`config.mk`:
```
export PLATFORM = sky130hd
export DESIGN_NAME = simple_st0_mem_fifo_ctrl
export DESIGN_NICKNAME = d
export VERILOG_FILES = /design/src/rtl/simple_st0_mem_fifo_ctrl.sv
export SDC_FILE = /design/constraint.sdc
export NUM_CORES = 1
export LEC_CHECK = 0
export BUFFER_PORTS_ARGS = -buffer_cell sky130_fd_sc_hd__clkbuf_2
export CAP_MARGIN = 0
export CORE_MARGIN = 4
export CORE_UTILIZATION = 55
export CTS_BUF_LIST = sky130_fd_sc_hd__clkbuf_2
export DETAILED_ROUTE_END_ITERATION = 12
export GPL_ROUTABILITY_DRIVEN = 0
export HOLD_SLACK_MARGIN = 0.02
export PLACE_DENSITY = 0.95
export SETUP_SLACK_MARGIN = 0.05
export SYNTH_ARGS = -nofsm -noshare
export SYNTH_HDL_FRONTEND = slang
export SYNTH_SLANG_ARGS = --single-unit
export TNS_END_PERCENT = 1
```
`constraint.sdc`:
```
create_clock -name clk -period 9.55 [get_ports clk]
set_clock_uncertainty 0.2 [all_clocks]
set_input_delay 0.955 -clock clk [delete_from_list [all_inputs] [get_ports clk]]
set_output_delay 0.955 -clock clk [all_outputs]
set_load 0.03 [all_outputs]
```
`src/rtl/simple_st0_mem_fifo_ctrl.sv`:
```
// Streaming FIFO controller around the simple_st0 64x32 memory wrapper.
// Input words are written into the memory as a circular buffer; reads are
// issued ahead into a two-entry output buffer.
// The output buffer hides the one-cycle memory read latency.
// That gives one word per cycle on both sides once the pipe has filled.
module simple_st0_mem_fifo_ctrl #(
  parameter int WIDTH  = 32,
  parameter int ADDR_W = 6
) (
  input  logic              clk,
  input  logic              reset,
  input  logic              in_valid,
  input  logic [WIDTH-1:0]  in_data,
  output logic              in_ready,
  output logic              out_valid,
  output logic [WIDTH-1:0]  out_data,
  input  logic              out_ready,
  output logic              mem_wr_en,
  output logic [ADDR_W-1:0] mem_wr_addr,
  output logic [WIDTH-1:0]  mem_wr_data,
  output logic              mem_rd_en,
  output logic [ADDR_W-1:0] mem_rd_addr,
  input  logic [WIDTH-1:0]  mem_rd_data,
  output logic [ADDR_W:0]   level
);

  localparam logic [ADDR_W:0] FULL_CNT = {1'b1, {ADDR_W{1'b0}}};

  logic [ADDR_W-1:0] wr_ptr;
  logic [ADDR_W-1:0] rd_ptr;
  logic [ADDR_W:0]   mem_cnt;
  logic              rd_pend;
  logic [WIDTH-1:0]  obuf0;
  logic [WIDTH-1:0]  obuf1;
  logic [1:0]        obuf_cnt;
  logic [ADDR_W:0]   level_q;

  logic       wr_fire;
  logic       rd_issue;
  logic       out_fire;
  logic [2:0] occ;
  logic [2:0] occ_limit;
  logic [1:0] tail;

  // Handshakes and memory strobes; in_ready is held low while in reset so
  // nothing is accepted before the state registers are released.
  always_comb begin
    in_ready    = reset && (mem_cnt != FULL_CNT);
    wr_fire     = in_valid && in_ready;
    out_valid   = (obuf_cnt != 2'd0);
    out_data    = obuf0;
    out_fire    = out_valid && out_ready;
    // A read may issue only if its data has a free obuf slot when it returns,
    // counting the slot freed by a pop happening this cycle.
    occ         = {1'b0, obuf_cnt} + {2'b00, rd_pend};
    occ_limit   = 3'd2 + {2'b00, out_fire};
    rd_issue    = (mem_cnt != '0) && (occ < occ_limit);
    tail        = obuf_cnt - {1'b0, out_fire};
    mem_wr_en   = wr_fire;
    mem_wr_addr = wr_ptr;
    mem_wr_data = in_data;
    mem_rd_en   = rd_issue;
    mem_rd_addr = rd_ptr;
    level       = level_q;
  end

  // Pointers, memory occupancy and the in-flight read flag.
  always_ff @(posedge clk or negedge reset) begin
    if (!reset) begin
      wr_ptr  <= '0;
      rd_ptr  <= '0;
      mem_cnt <= '0;
      rd_pend <= 1'b0;
    end else begin
      if (wr_fire)  wr_ptr <= wr_ptr + 1'b1;
      if (rd_issue) rd_ptr <= rd_ptr + 1'b1;
      rd_pend <= rd_issue;
      case ({wr_fire, rd_issue})
        2'b10:   mem_cnt <= mem_cnt + 1'b1;
        2'b01:   mem_cnt <= mem_cnt - 1'b1;
        default: mem_cnt <= mem_cnt;
      endcase
    end
  end

  // Output buffer: pop shifts toward the head, returning read data lands at
  // the tail as seen after this cycle's pop, so order survives a same-cycle
  // pop and return.
  always_ff @(posedge clk or negedge reset) begin
    if (!reset) begin
      obuf0    <= '0;
      obuf1    <= '0;
      obuf_cnt <= 2'd0;
    end else begin
      if (out_fire) obuf0 <= obuf1;
      if (rd_pend) begin
        if (tail == 2'd0) obuf0 <= mem_rd_data;
        else              obuf1 <= mem_rd_data;
      end
      obuf_cnt <= obuf_cnt + {1'b0, rd_pend} - {1'b0, out_fire};
    end
  end

  // Total words held; the move from memory to obuf leaves this unchanged.
  always_ff @(posedge clk or negedge reset) begin
    if (!reset) begin
      level_q <= '0;
    end else begin
      case ({wr_fire, out_fire})
        2'b10:   level_q <= level_q + 1'b1;
        2'b01:   level_q <= level_q - 1'b1;
        default: level_q <= level_q;
      endcase
    end
  end

endmodule
```
* Yosys cells after proc, flatten, opt, wreduce, memory -nomap -nowiden
Index checks and enable logic that the tools add are counted.
** Word-level totals
- Bits in registers :: 93
- Latch bits :: 0
- Bits in writable memories :: 0
- Bits in read-only memories :: 0
- Input bits :: 68
- Output and inout port bits :: 87
- Word-level logic and storage cells :: 41
- Memories kept :: 0
** Operators by class
- Add/sub/neg operators :: 11
- Multipliers :: 0
- Div/mod/pow operators :: 0
- Order comparisons :: 1
- Equal/unequal tests :: 5
- Shifts and indexed selects :: 0
- Muxes and demuxes :: 5
- Bitwise logic cells :: 1
- Reduce and logical (&&, ||, !) cells :: 10
** Operator list (count)
- 32-bit two-way mux :: 3
- 7-bit one-hot mux with 2 select lines :: 2
- 7-bit by 1-bit adder with 7-bit output (second input constant) :: 2
- 7-bit by 1-bit subtractor with 7-bit output (second input constant) :: 2
- 6-bit by 1-bit adder with 6-bit output (second input constant) :: 2
- 7-bit inequality test (second input constant) :: 1
- 7-bit nonzero test :: 1
- 2-bit nonzero test :: 3
- 2-bit by 1-bit equality test with 1-bit output (second input constant) :: 2
- 2-bit equality test (second input constant) :: 2
- 1-bit logical AND :: 4
- 2-bit by 1-bit subtractor with 2-bit output :: 2
- 2-bit by 1-bit adder with 3-bit output :: 1
- 2-bit by 1-bit adder with 3-bit output (first input constant) :: 1
- 3-bit < comparator :: 1
- 2-bit by 1-bit adder with 2-bit output :: 1
- 2-bit logical NOT :: 1
- 2-bit AND reduction :: 1
- 1-bit NOT :: 1

* Longest topological paths before layout
- Depth in word-level cells :: 7
- Depth in mapped cells :: 12
- Gate-level depth less buffers :: 12

* Worst setup path before layout
OpenSTA, ideal clock, no wires.
- Kind :: input to register
- Start point :: input port reset
- End point :: register level_q[6] (netlist: level[6])
- Setup time :: 0.135 ns
- Data arrival time :: 3.312 ns
- Required time :: 9.215 ns
- Setup slack :: 5.903 ns
- Stages :: 9
- Path buffers :: 0
- Path through :: inv_1 > a31oi_2 > nand2_1 > ha_1 > fa_1 > a211o_1 > nand3_1 > or4b_1 > xor2_1
** Between the ends
- Longest elaborated chain between the ends :: 4
- Elaborated cells on any way between the ends :: 6
- Those cells by class :: 2 x eq/ne; 1 x mux; 3 x reduce/logical
** Ends and longest elaborated chain
- start: declaration :: line 11 : input logic reset,
- 1-bit logical AND (*) :: line 48 : in_ready = reset && (mem_cnt != FULL_CNT);
- net in_ready :: line 14 : output logic in_ready,
- 1-bit logical AND (*) :: line 49 : wr_fire = in_valid && in_ready;
- 2-bit by 1-bit equality test with 1-bit output or 2-bit equality test (tied branches) :: line 109 : case ({wr_fire, out_fire})
- 7-bit one-hot mux with 2 select lines or 2-bit nonzero test (tied branches)
- end signal: assignment :: line 110 : 2'b10: level_q <= level_q + 1'b1;
- end signal: assignment :: line 111 : 2'b01: level_q <= level_q - 1'b1;
- end signal: assignment :: line 112 : default: level_q <= level_q;
- end: declaration :: line 36 : logic [ADDR_W:0] level_q;
Mark *: on every way through the listed nets, which the timed path passes. The rest lies on a longest branch.
A chain may end at the register's enable or synchronous reset.

* Worst setup path in the final report
- Start point :: register rd_pend
- End point :: register mem_cnt[5]
** Between the ends
- Longest elaborated chain between the ends :: 5
- Elaborated cells on any way between the ends :: 7
- Those cells by class :: 1 x add/sub; 1 x order compare; 2 x eq/ne; 1 x mux; 2 x reduce/logical
** Ends and longest elaborated chain
- start: declaration :: line 32 : logic rd_pend;
- start signal: assignment :: line 77 : rd_pend <= rd_issue;
- 2-bit by 1-bit adder with 3-bit output (*) :: line 55 : occ = {1'b0, obuf_cnt} + {2'b00, rd_pend};
- 3-bit < comparator (*) :: line 57 : rd_issue = (mem_cnt != '0) && (occ < occ_limit);
- 1-bit logical AND (*) :: line 57
- 2-bit by 1-bit equality test with 1-bit output or 2-bit equality test (tied branches) :: line 78 : case ({wr_fire, rd_issue})
- 7-bit one-hot mux with 2 select lines or 2-bit nonzero test (tied branches)
- end signal: assignment :: line 79 : 2'b10: mem_cnt <= mem_cnt + 1'b1;
- end signal: assignment :: line 80 : 2'b01: mem_cnt <= mem_cnt - 1'b1;
- end signal: assignment :: line 81 : default: mem_cnt <= mem_cnt;
- end: declaration :: line 31 : logic [ADDR_W:0] mem_cnt;
Every way passes the cells marked *; elsewhere a longest branch is shown, timed or not.

==> flow_metrics.env <==
export IMPL_die_w_um=101
export IMPL_worstSetupEndpointType="flop"
export IMPL_required_ns=9.86
export IMPL_async_reset_ff_share_pct=100
export IMPL_crit_family="compound AO/OA/AOI/OAI gates"
export IMPL_htreeDepth=3
export IMPL_dpl_hpwl_um=6460
export IMPL_yosysSeqAreaShare_pct=49.3
export IMPL_leakage_nw=2.52
export IMPL_routedWlPerCell_um=15.8
export IMPL_cts_setup_buffers=0
export IMPL_regArea_um2=2330
export IMPL_drc_errors=0
export IMPL_grt_antenna_before_repair=0
export IMPL_clock_latency_ns=0.55
export IMPL_fin_hold_ws_ns=0.0950
export IMPL_path_buf_inv=1
export IMPL_drt_iter0_markers=89
export IMPL_routed_wl_um=9030
export IMPL_synth_distinct_cells=49
export IMPL_final_setup_viol_count=0
export IMPL_max_stage_delay_ns=0.49
export IMPL_path_cells="ha_1, ha_1, a31oi_1, nand2_1, inv_1, ha_1, ha_1, a21o_1, a31o_2, a2111oi_0, nand3b_1"
export IMPL_tightestPinTransition_ns=1.12
export IMPL_period_minus_slack_ns=3.56
export IMPL_rsz0062_at_grt="false"
export IMPL_timing_final_ws_setup_ns=5.99
export IMPL_synth_edf_count=0
export IMPL_crit_path_start="rd_pend"
export IMPL_core_um2=8300
export IMPL_fin_crit_sh_pct=37.3
export IMPL_cts_tree="yes"
export IMPL_yosysWarnings=0
export IMPL_critPathMostFrequentCell="ha_1"
export IMPL_avgViaCountPerCell=5.52
export IMPL_power_density_nw_per_um2=448
export IMPL_syn_area_um2=4720
export IMPL_synth_area_per_cell_um2=11.7
export IMPL_post_route_util_pct=61.9
export IMPL_fmax_mhz=281
export IMPL_die_area_um2=10100
export IMPL_grt_util_all_layers_pct=18.3
export IMPL_pin_count=155
export IMPL_n_antenna_cell=0
export IMPL_numClockSinks=93
export IMPL_overflow=0
export IMPL_nets=550
export IMPL_cts_buffer_depth=2
export IMPL_clk_pin_slew_ns=0.26
export IMPL_crit_type="flop to flop"
export IMPL_multi_input_area_um2=2020
export IMPL_report_power_total_mw=2.30
export IMPL_grt_pass1_wl_um=14800
export IMPL_synth_fp_nets=492
export IMPL_ir_drop_mv=0.283
export IMPL_first_global_vias=3195
export IMPL_crit_path_start_kind="flop"
export IMPL_die_h_um=101
export IMPL_portBuffers=90
export IMPL_areaGrowthSynthToFinish_pct=8.83
export IMPL_r2r_start="rd_pend"
export IMPL_initial_core_util_pct=56.9
export IMPL_r2r_setup_slack_ns=5.99
export IMPL_cap_violations=0
export IMPL_arrival_ns=3.86
export IMPL_cp_slowest_cell="dfrtp_1"
export IMPL_cts_repair_resized=0
export IMPL_slew_headroom_pct=24.9
export IMPL_grt_start_max_net_pins=65
export IMPL_synth_seq_cells=93
export IMPL_cts_hold_buf=0
export IMPL_drive_above_1_share_pct=33.4
export IMPL_cts_root_buf="clkbuf_2"
export IMPL_crit_fanout=10
export IMPL_status="complete, no violations"
export IMPL_fp_row_count=33
export IMPL_ys_flop_type="dfrtp_1"
export IMPL_tns_ns=0
export IMPL_finalHoldViolCount=0
export IMPL_final_max_slew_viol_count=0
export IMPL_n_fill_cell=689
export IMPL_place_ws_ns=5.46
export IMPL_cts_buffers=9
export IMPL_dr_pass1_iters=4
export IMPL_synthesis_instances=404
export IMPL_ant_nets=0
export IMPL_hold_path_class="primary input to async pin"
export IMPL_num_vias=3159
stage by stage:
stage	cells	instance area, um^2
3_3_place_gp	556	5000
4_1_cts	572	5140
6_report	572	5140
5_1_grt	572	5140
3_5_place_dp	556	5000
2_1_floorplan	404	4720
cells in the mapped netlist (all sizes together) (3+ instances only):
cell | count | share of area, %
xnor2 | 15 | 2.9
nand2 | 9 | 0.72
xor2 | 5 | 0.93
a211oi | 3 | 0.48
dfrtp | 93 | 49
a21o | 6 | 0.98
buf | 43 | 6.8
a21oi | 38 | 4.0
nand4 | 3 | 0.40
inv | 14 | 1.1
nand3 | 7 | 0.85
clkbuf | 3 | 0.24
nor2 | 36 | 2.9
o21ai | 7 | 0.90
nor3b | 5 | 0.80
mux2 | 36 | 8.6
mux2i | 33 | 7.0
ha | 18 | 4.8
layout by cell type (no fill, tap or decap), types with 3 or more instances in the layout:
cell type / Yosys / final
xor2_1: 5 / 5
nand2_1: 9 / 9
nor3b_1: 5 / 5
mux2i_1: 33 / 33
buf_4: 35 / 4
nand4_1: 3 / 3
a211oi_1: 3 / 3
mux2_2: 33 / 33
a21o_1: 5 / 5
clkbuf_2: 0 / 98
ha_1: 18 / 18
o21ai_0: 5 / 5
inv_6: 0 / 4
mux2_1: 3 / 3
a21oi_1: 38 / 38
inv_1: 12 / 12
nor2_1: 36 / 36
nand3_1: 6 / 6
dfrtp_1: 93 / 93
xnor2_1: 14 / 14
layout make-up:
| cell class | instances | share of cell area [%] |
|---|---|---|
| Clock buffer | 9 | 0.877 |
| Clock inverter | 7 | 1.73 |
| Inverter | 14 | 1.02 |
| Multi-Input combinational cell | 251 | 39.2 |
| Sequential cell | 93 | 45.3 |
| Tap cell | 105 | 2.56 |
| Timing Repair Buffer | 93 | 9.26 |
sequential cells by signal, indices dropped and copies added, names as in the netlist:
register / flops
mem_rd_addr: 6
obuf1: 32
rd_pend: 1
obuf_cnt: 2
level: 7
mem_cnt: 7
out_data: 32
mem_wr_addr: 6
worst register-to-register path, cell delays in order (launching register included):
cell and delay, ns:
dfrtp_1 0.49, ha_1 0.23, ha_1 0.17, a31oi_1 0.40
nand2_1 0.19, inv_1 0.13, ha_1 0.37, ha_1 0.36
a21o_1 0.21, a31o_2 0.22, a2111oi_0 0.39, nand3b_1 0.16
cell families (layout without fill, tap and decap cells):
group           after synthesis  after routing  synth area share [%]
compound gates               68             68                  9.15
flops                        93             93                  49.3
fa+ha+maj                    20             20                  5.62
buf+inv                      60            123                  8.14
simple gates                 74             74                  8.32
xor+xnor                     20             20                  3.87
mux                          69             69                  15.6
final timing paths:
check	to	cells past startpoint
worst max-delay path	mem_cnt[5]	11
max in group asynchronous	obuf1[6]	2
min in group clk	mem_wr_addr[5]	1
worst min register to register	mem_wr_addr[5]	1
worst min-delay path	level[1]	1
worst max register to register	mem_cnt[5]	11
layer usage:
layer | wire, um | vias to the layer above | global-route usage, %
met5 | 0 | - | 0
met4 | 146 | 0 | 6.53
met3 | 563 | 18 | 4.36
met2 | 4460 | 88 | 31.3
met1 | 3860 | 1552 | 22.4
li1 | - | 1501 | -
power by group:
group	internal (mW)	switching, mW
Clock	0.0667	0.145
Sequential	0.609	0.147
Combinational	0.547	0.787
Total	1.22	1.08
Power figures use the tool's default switching activity.
